--- config.mk ---
export PLATFORM = sky130hd
export DESIGN_NAME = mac_pipe
export DESIGN_NICKNAME = d
export VERILOG_FILES = /design/src/rtl/mac_pipe.sv
export SDC_FILE = /design/constraint.sdc
export NUM_CORES = 2
export LEC_CHECK = 0
export CAP_MARGIN = 20
export CORE_UTILIZATION = 60
export DETAILED_ROUTE_END_ITERATION = 8
export GPL_TIMING_DRIVEN = 0
export HOLD_SLACK_MARGIN = 0.15
export PLACE_DENSITY_LB_ADDON = 0.12
export SLEW_MARGIN = 20
export SYNTH_ARGS = -nofsm -noshare
export SYNTH_HDL_FRONTEND = slang
export SYNTH_SLANG_ARGS = --single-unit
--- constraint.sdc ---
create_clock -name clk -period 14.9 [get_ports clk]
set_input_delay 4.47 -clock clk [delete_from_list [all_inputs] [get_ports clk]]
set_output_delay 4.47 -clock clk [all_outputs]
set_load 0.02 [all_outputs]
--- src/rtl/mac_pipe.sv ---
// rtl/mac_pipe.sv - pipelined multiply-accumulate with sticky overflow flag
module mac_pipe #(
  parameter int WIDTH     = 32,
  parameter int LATENCY   = 2,
  parameter int SIGNED    = 1,
  parameter int ACC_WIDTH = 64
) (
  input  logic                 clk,
  input  logic                 rst,
  input  logic                 t,
  input  logic [WIDTH-1:0]     a,
  input  logic [WIDTH-1:0]     b,
  input  logic                 acc_en,
  output logic [ACC_WIDTH-1:0] out,
  output logic                 tout,
  output logic                 ovf
);

  localparam bit IS_SIGNED = (SIGNED != 0);

  logic [2*WIDTH-1:0]   prod_c;
  logic [2*WIDTH-1:0]   fin_prod;
  logic                 fin_v;
  logic                 fin_acc;
  logic [ACC_WIDTH-1:0] fin_ext;
  logic [ACC_WIDTH-1:0] sum_c;
  logic                 carry_c;
  logic                 ovf_c;

  generate
    if (IS_SIGNED) begin : g_signed
      logic signed [2*WIDTH-1:0] a_ext;
      logic signed [2*WIDTH-1:0] b_ext;
      assign a_ext   = (2*WIDTH)'($signed(a));
      assign b_ext   = (2*WIDTH)'($signed(b));
      assign prod_c  = a_ext * b_ext;
      assign fin_ext = ACC_WIDTH'($signed(fin_prod));
    end else begin : g_unsigned
      assign prod_c  = (2*WIDTH)'(a) * (2*WIDTH)'(b);
      assign fin_ext = ACC_WIDTH'(fin_prod);
    end
  endgenerate

  // The last pipeline stage is the accumulator itself, so LATENCY-1 product stages precede it.
  generate
    if (LATENCY == 1) begin : g_direct
      assign fin_v    = t;
      assign fin_acc  = acc_en;
      assign fin_prod = prod_c;
    end else begin : g_stages
      logic [LATENCY-2:0] v_q;
      logic [LATENCY-2:0] acc_q;
      logic [2*WIDTH-1:0] prod_q [LATENCY-1];

      always_ff @(posedge clk) begin
        if (rst) begin
          v_q <= '0;
        end else begin
          v_q[0] <= t;
          for (int i = 1; i < LATENCY - 1; i++) begin
            v_q[i] <= v_q[i-1];
          end
        end
      end

      always_ff @(posedge clk) begin
        acc_q[0]  <= acc_en;
        prod_q[0] <= prod_c;
        for (int i = 1; i < LATENCY - 1; i++) begin
          acc_q[i]  <= acc_q[i-1];
          prod_q[i] <= prod_q[i-1];
        end
      end

      assign fin_v    = v_q[LATENCY-2];
      assign fin_acc  = acc_q[LATENCY-2];
      assign fin_prod = prod_q[LATENCY-2];
    end
  endgenerate

  // Summing against the registered out gives back-to-back accumulates the fresh value.
  assign {carry_c, sum_c} = {1'b0, out} + {1'b0, fin_ext};
  assign ovf_c = IS_SIGNED ? ((out[ACC_WIDTH-1] == fin_ext[ACC_WIDTH-1]) &&
                              (sum_c[ACC_WIDTH-1] != out[ACC_WIDTH-1]))
                           : carry_c;

  always_ff @(posedge clk) begin
    if (rst) begin
      out  <= '0;
      tout <= 1'b0;
      ovf  <= 1'b0;
    end else begin
      tout <= fin_v;
      if (fin_v) begin
        if (fin_acc) begin
          out <= sum_c;
          ovf <= ovf | ovf_c;
        end else begin
          out <= fin_ext;
          ovf <= 1'b0;
        end
      end
    end
  end

endmodule

==> flow_metrics.tcl <==
set metrics [dict create \
    drtAntennaViolNets 0 \
    netlist_instances 4845 \
    first_iter_violations 3571 \
    post_cts_resized 0 \
    rr_worst_depth 12 \
    ys_top_cells_by_count "fa_1, inv_1, nand2_1" \
    fillers 6328 \
    die_area_sq_mm 0.0748 \
    fin_nets 6395 \
    timing.rr.start "out[21]$_SDFFE_PP0P_" \
    r2r-end "out[54]$_SDFFE_PP0P_" \
    fin_setup_tns_ns 0 \
    cp_slowest_cell "clkdlybuf4s50_1" \
    hold_buffers 0 \
    clk_path_buf_depth 2 \
    coreArea_sq_mm 0.0730 \
    synthesis.area_sq_mm 0.0443 \
    hp-start "ovf$_SDFFE_PP0P_" \
    cap_violations 0 \
    hold_end "ovf$_SDFFE_PP0P_" \
    hold_class "reg2reg" \
    synth_top_area_cell "fa_1" \
    synth.top_cells.by_area "fa_1, inv_1, and2_1, ha_1, dfxtp_1" \
    crit_type "in2reg" \
    die_h_um 274 \
    finalSetupViolCount 0 \
    multiInputGateArea_sq_mm 0.0369 \
    cts_buffers 17 \
    dr_wl_met2_um 66200 \
    post-route-period-util 0.938 \
    h-tree-depth 4 \
    fin_skew_ns 0.0191 \
    critical_path_arrival_ns 14.31 \
    clkLatencyLatePin_ns 0.45 \
    max_slew_margin 0.122 \
    post-route-min-period_ns 13.97 \
    route.met3.wl_um 20300 \
    portBuffers 132 \
    register_area_sq_mm 0.00264 \
    drt_pass1_iterations 6 \
    floorplan.initialDensity 0.607 \
    synth_flop_cell "dfxtp_1" \
    viasPerCell 5.89 \
    antenna_found_initial 6 \
    cp_max_fo 10 \
    grt.overflow.total 0 \
    wl_met1_um 58000 \
    crit_path_start "b[31]" \
    async_reset_ff_frac 0 \
    remaining_drc_errors 0 \
    grt_pass1_wl_um 231000 \
    ys_warn_count 0 \
    critical_path_required_ns 15.24 \
    yosysMostFrequentCell "fa_1" \
    grt_max_degree 18 \
    syn_nets 6243 \
    grt_usage 0.430 \
    startpoint_type "input pin" \
    clkSinkCount 132 \
    cpPeakStageDelay_ns 1.16 \
    fp-row-count 99 \
    critPathMostFrequentCell "fa_1" \
    grt_pass1_vias 36700 \
    crit_path_end_kind "flop" \
    vias 35200 \
    synthToLayoutAreaGrowth_pct 7.09 \
    finalHoldViolCount 0 \
    tightestPinTransition_ns 1.32 \
    clock.fmax_ghz 0.0716 \
    avgSynthCellArea_sq_um 9.13 \
    place.gp.congestion 1.02 \
    top_layer "met5" \
    grt_setup_unrepaired "no" \
    cts_tree "done" \
    synth.top_cell.area_share 0.490 \
    hold_depth 2 \
    ys_ff_latch 132 \
    drive_gt1_frac 0.0116 \
    cts-root-buf "clkbuf_16" \
    dp.final_hpwl_um 128000 \
    ioPinCount 134 \
    clk_pin_slew_worst_paths_ns 0.07 \
    ys_seq_area_frac 0.0597 \
    synth_cell_type_count 73 \
    status "finished clean" \
    fp.dieW_um 274 \
    postRouteWirelength_um 155000 \
    wl_per_cell_um 25.9 \
    synth-edff-count 0 \
    slew_violations 0 \
    cts_setup_buffers 0 \
    r2r_slack_ns 11.08 \
]
==> worst max-delay path, delay by kind of cell <==
kind | cells | cell delay, ns
buffers and inverters | 6 | 3.01
adders and majority gates | 9 | 4.24
AOI/OAI and AO/OA | 9 | 2.31
and+or+nand+nor | 1 | 0.29
==> stage by stage <==
stage	area (sq um)	cells	hold slack, ns	utilization	setup slack (ns)
2_1_floorplan	44300	4845	0.456	-	3.16
3_3_place_gp	46800	5936	0.450	0.641	0.848
3_5_place_dp	46800	5937	0.451	0.642	0.724
4_1_cts	47400	5968	0.461	0.649	1.15
5_1_grt	47400	5970	0.512	0.649	0.801
6_report	47400	5974	0.462	0.650	0.929
==> layout by cell type, fill, tap and decap left out, types with 6 or more instances in the layout <==
master,netlist,final
a31oi_1,19,19
a311oi_1,8,8
and2_1,519,519
a21oi_1,159,159
nand2_1,581,581
nand2b_1,15,15
diode_2,0,6
clkbuf_16,0,17
nor2_1,144,144
clkbuf_1,265,264
o21bai_1,23,23
o221ai_1,6,6
nand3_1,23,23
o31ai_1,10,10
dfxtp_1,132,132
o21ai_0,73,73
o21a_1,20,20
and3_1,20,20
nand3b_1,7,7
o22ai_1,6,6
o211ai_1,16,16
nor3_1,32,32
o2111ai_1,6,6
a21o_1,80,80
or3_1,7,7
a211oi_1,47,47
inv_1,985,985
xnor2_1,88,88
clkdlybuf4s50_1,0,132
fa_1,1083,1082
nor2b_1,19,19
xor2_1,37,37
nor3b_1,7,7
nand4_1,34,34
mux2i_1,40,40
ha_1,247,247
==> sequential cells by signal, indices dropped and copies added, names as in the netlist <==
| name | count |
|---|---|
| tout | 1 |
| fin_acc | 1 |
| out | 64 |
| fin_v | 1 |
| ovf | 1 |
| g_stages.prod_q | 64 |
==> worst max-delay path by stage <==
stage / end
2_1_floorplan: g_stages.prod_q[0][59]$_DFF_P_
3_3_place_gp: g_stages.prod_q[0][62]$_DFF_P_
4_1_cts: g_stages.prod_q[0][62]$_DFF_P_
3_5_place_dp: g_stages.prod_q[0][62]$_DFF_P_
6_report: g_stages.prod_q[0][62]$_DFF_P_
5_1_grt: g_stages.prod_q[0][62]$_DFF_P_
==> cell type report <==
cell class | count | area share
Sequential cell | 132 | 0.0558
Timing Repair Buffer | 133 | 0.0285
Clock buffer | 17 | 0.00898
Antenna cell | 6 | 0.000317
Clock inverter | 14 | 0.00304
Buffer | 273 | 0.0217
Multi-Input combinational cell | 3453 | 0.778
Tap cell | 959 | 0.0253
Inverter | 987 | 0.0782
==> per-layer routing <==
layer	GRT usage	vias up
li1	-	14900
met1	0.550	17700
met2	0.639	2097
met3	0.155	467
met4	0.224	4
met5	0	-
==> kinds of logic (layout without fill, tap and decap cells) <==
family | Yosys count | in the layout | synth area share
multiplexers | 44 | 44 | 0.0101
AND/OR/NAND/NOR | 1425 | 1425 | 0.160
adder cells (fa/ha/maj) | 1330 | 1330 | 0.560
buffers and inverters | 1260 | 1424 | 0.107
AO/OA/AOI/OAI | 529 | 529 | 0.0789
XOR/XNOR | 125 | 125 | 0.0247
other | 0 | 6 | 0
flip-flops | 132 | 132 | 0.0597
Power is left out: the tool's default activity adds up to more than one toggle a clock period on the data nets, which glitch-free logic cannot reach.
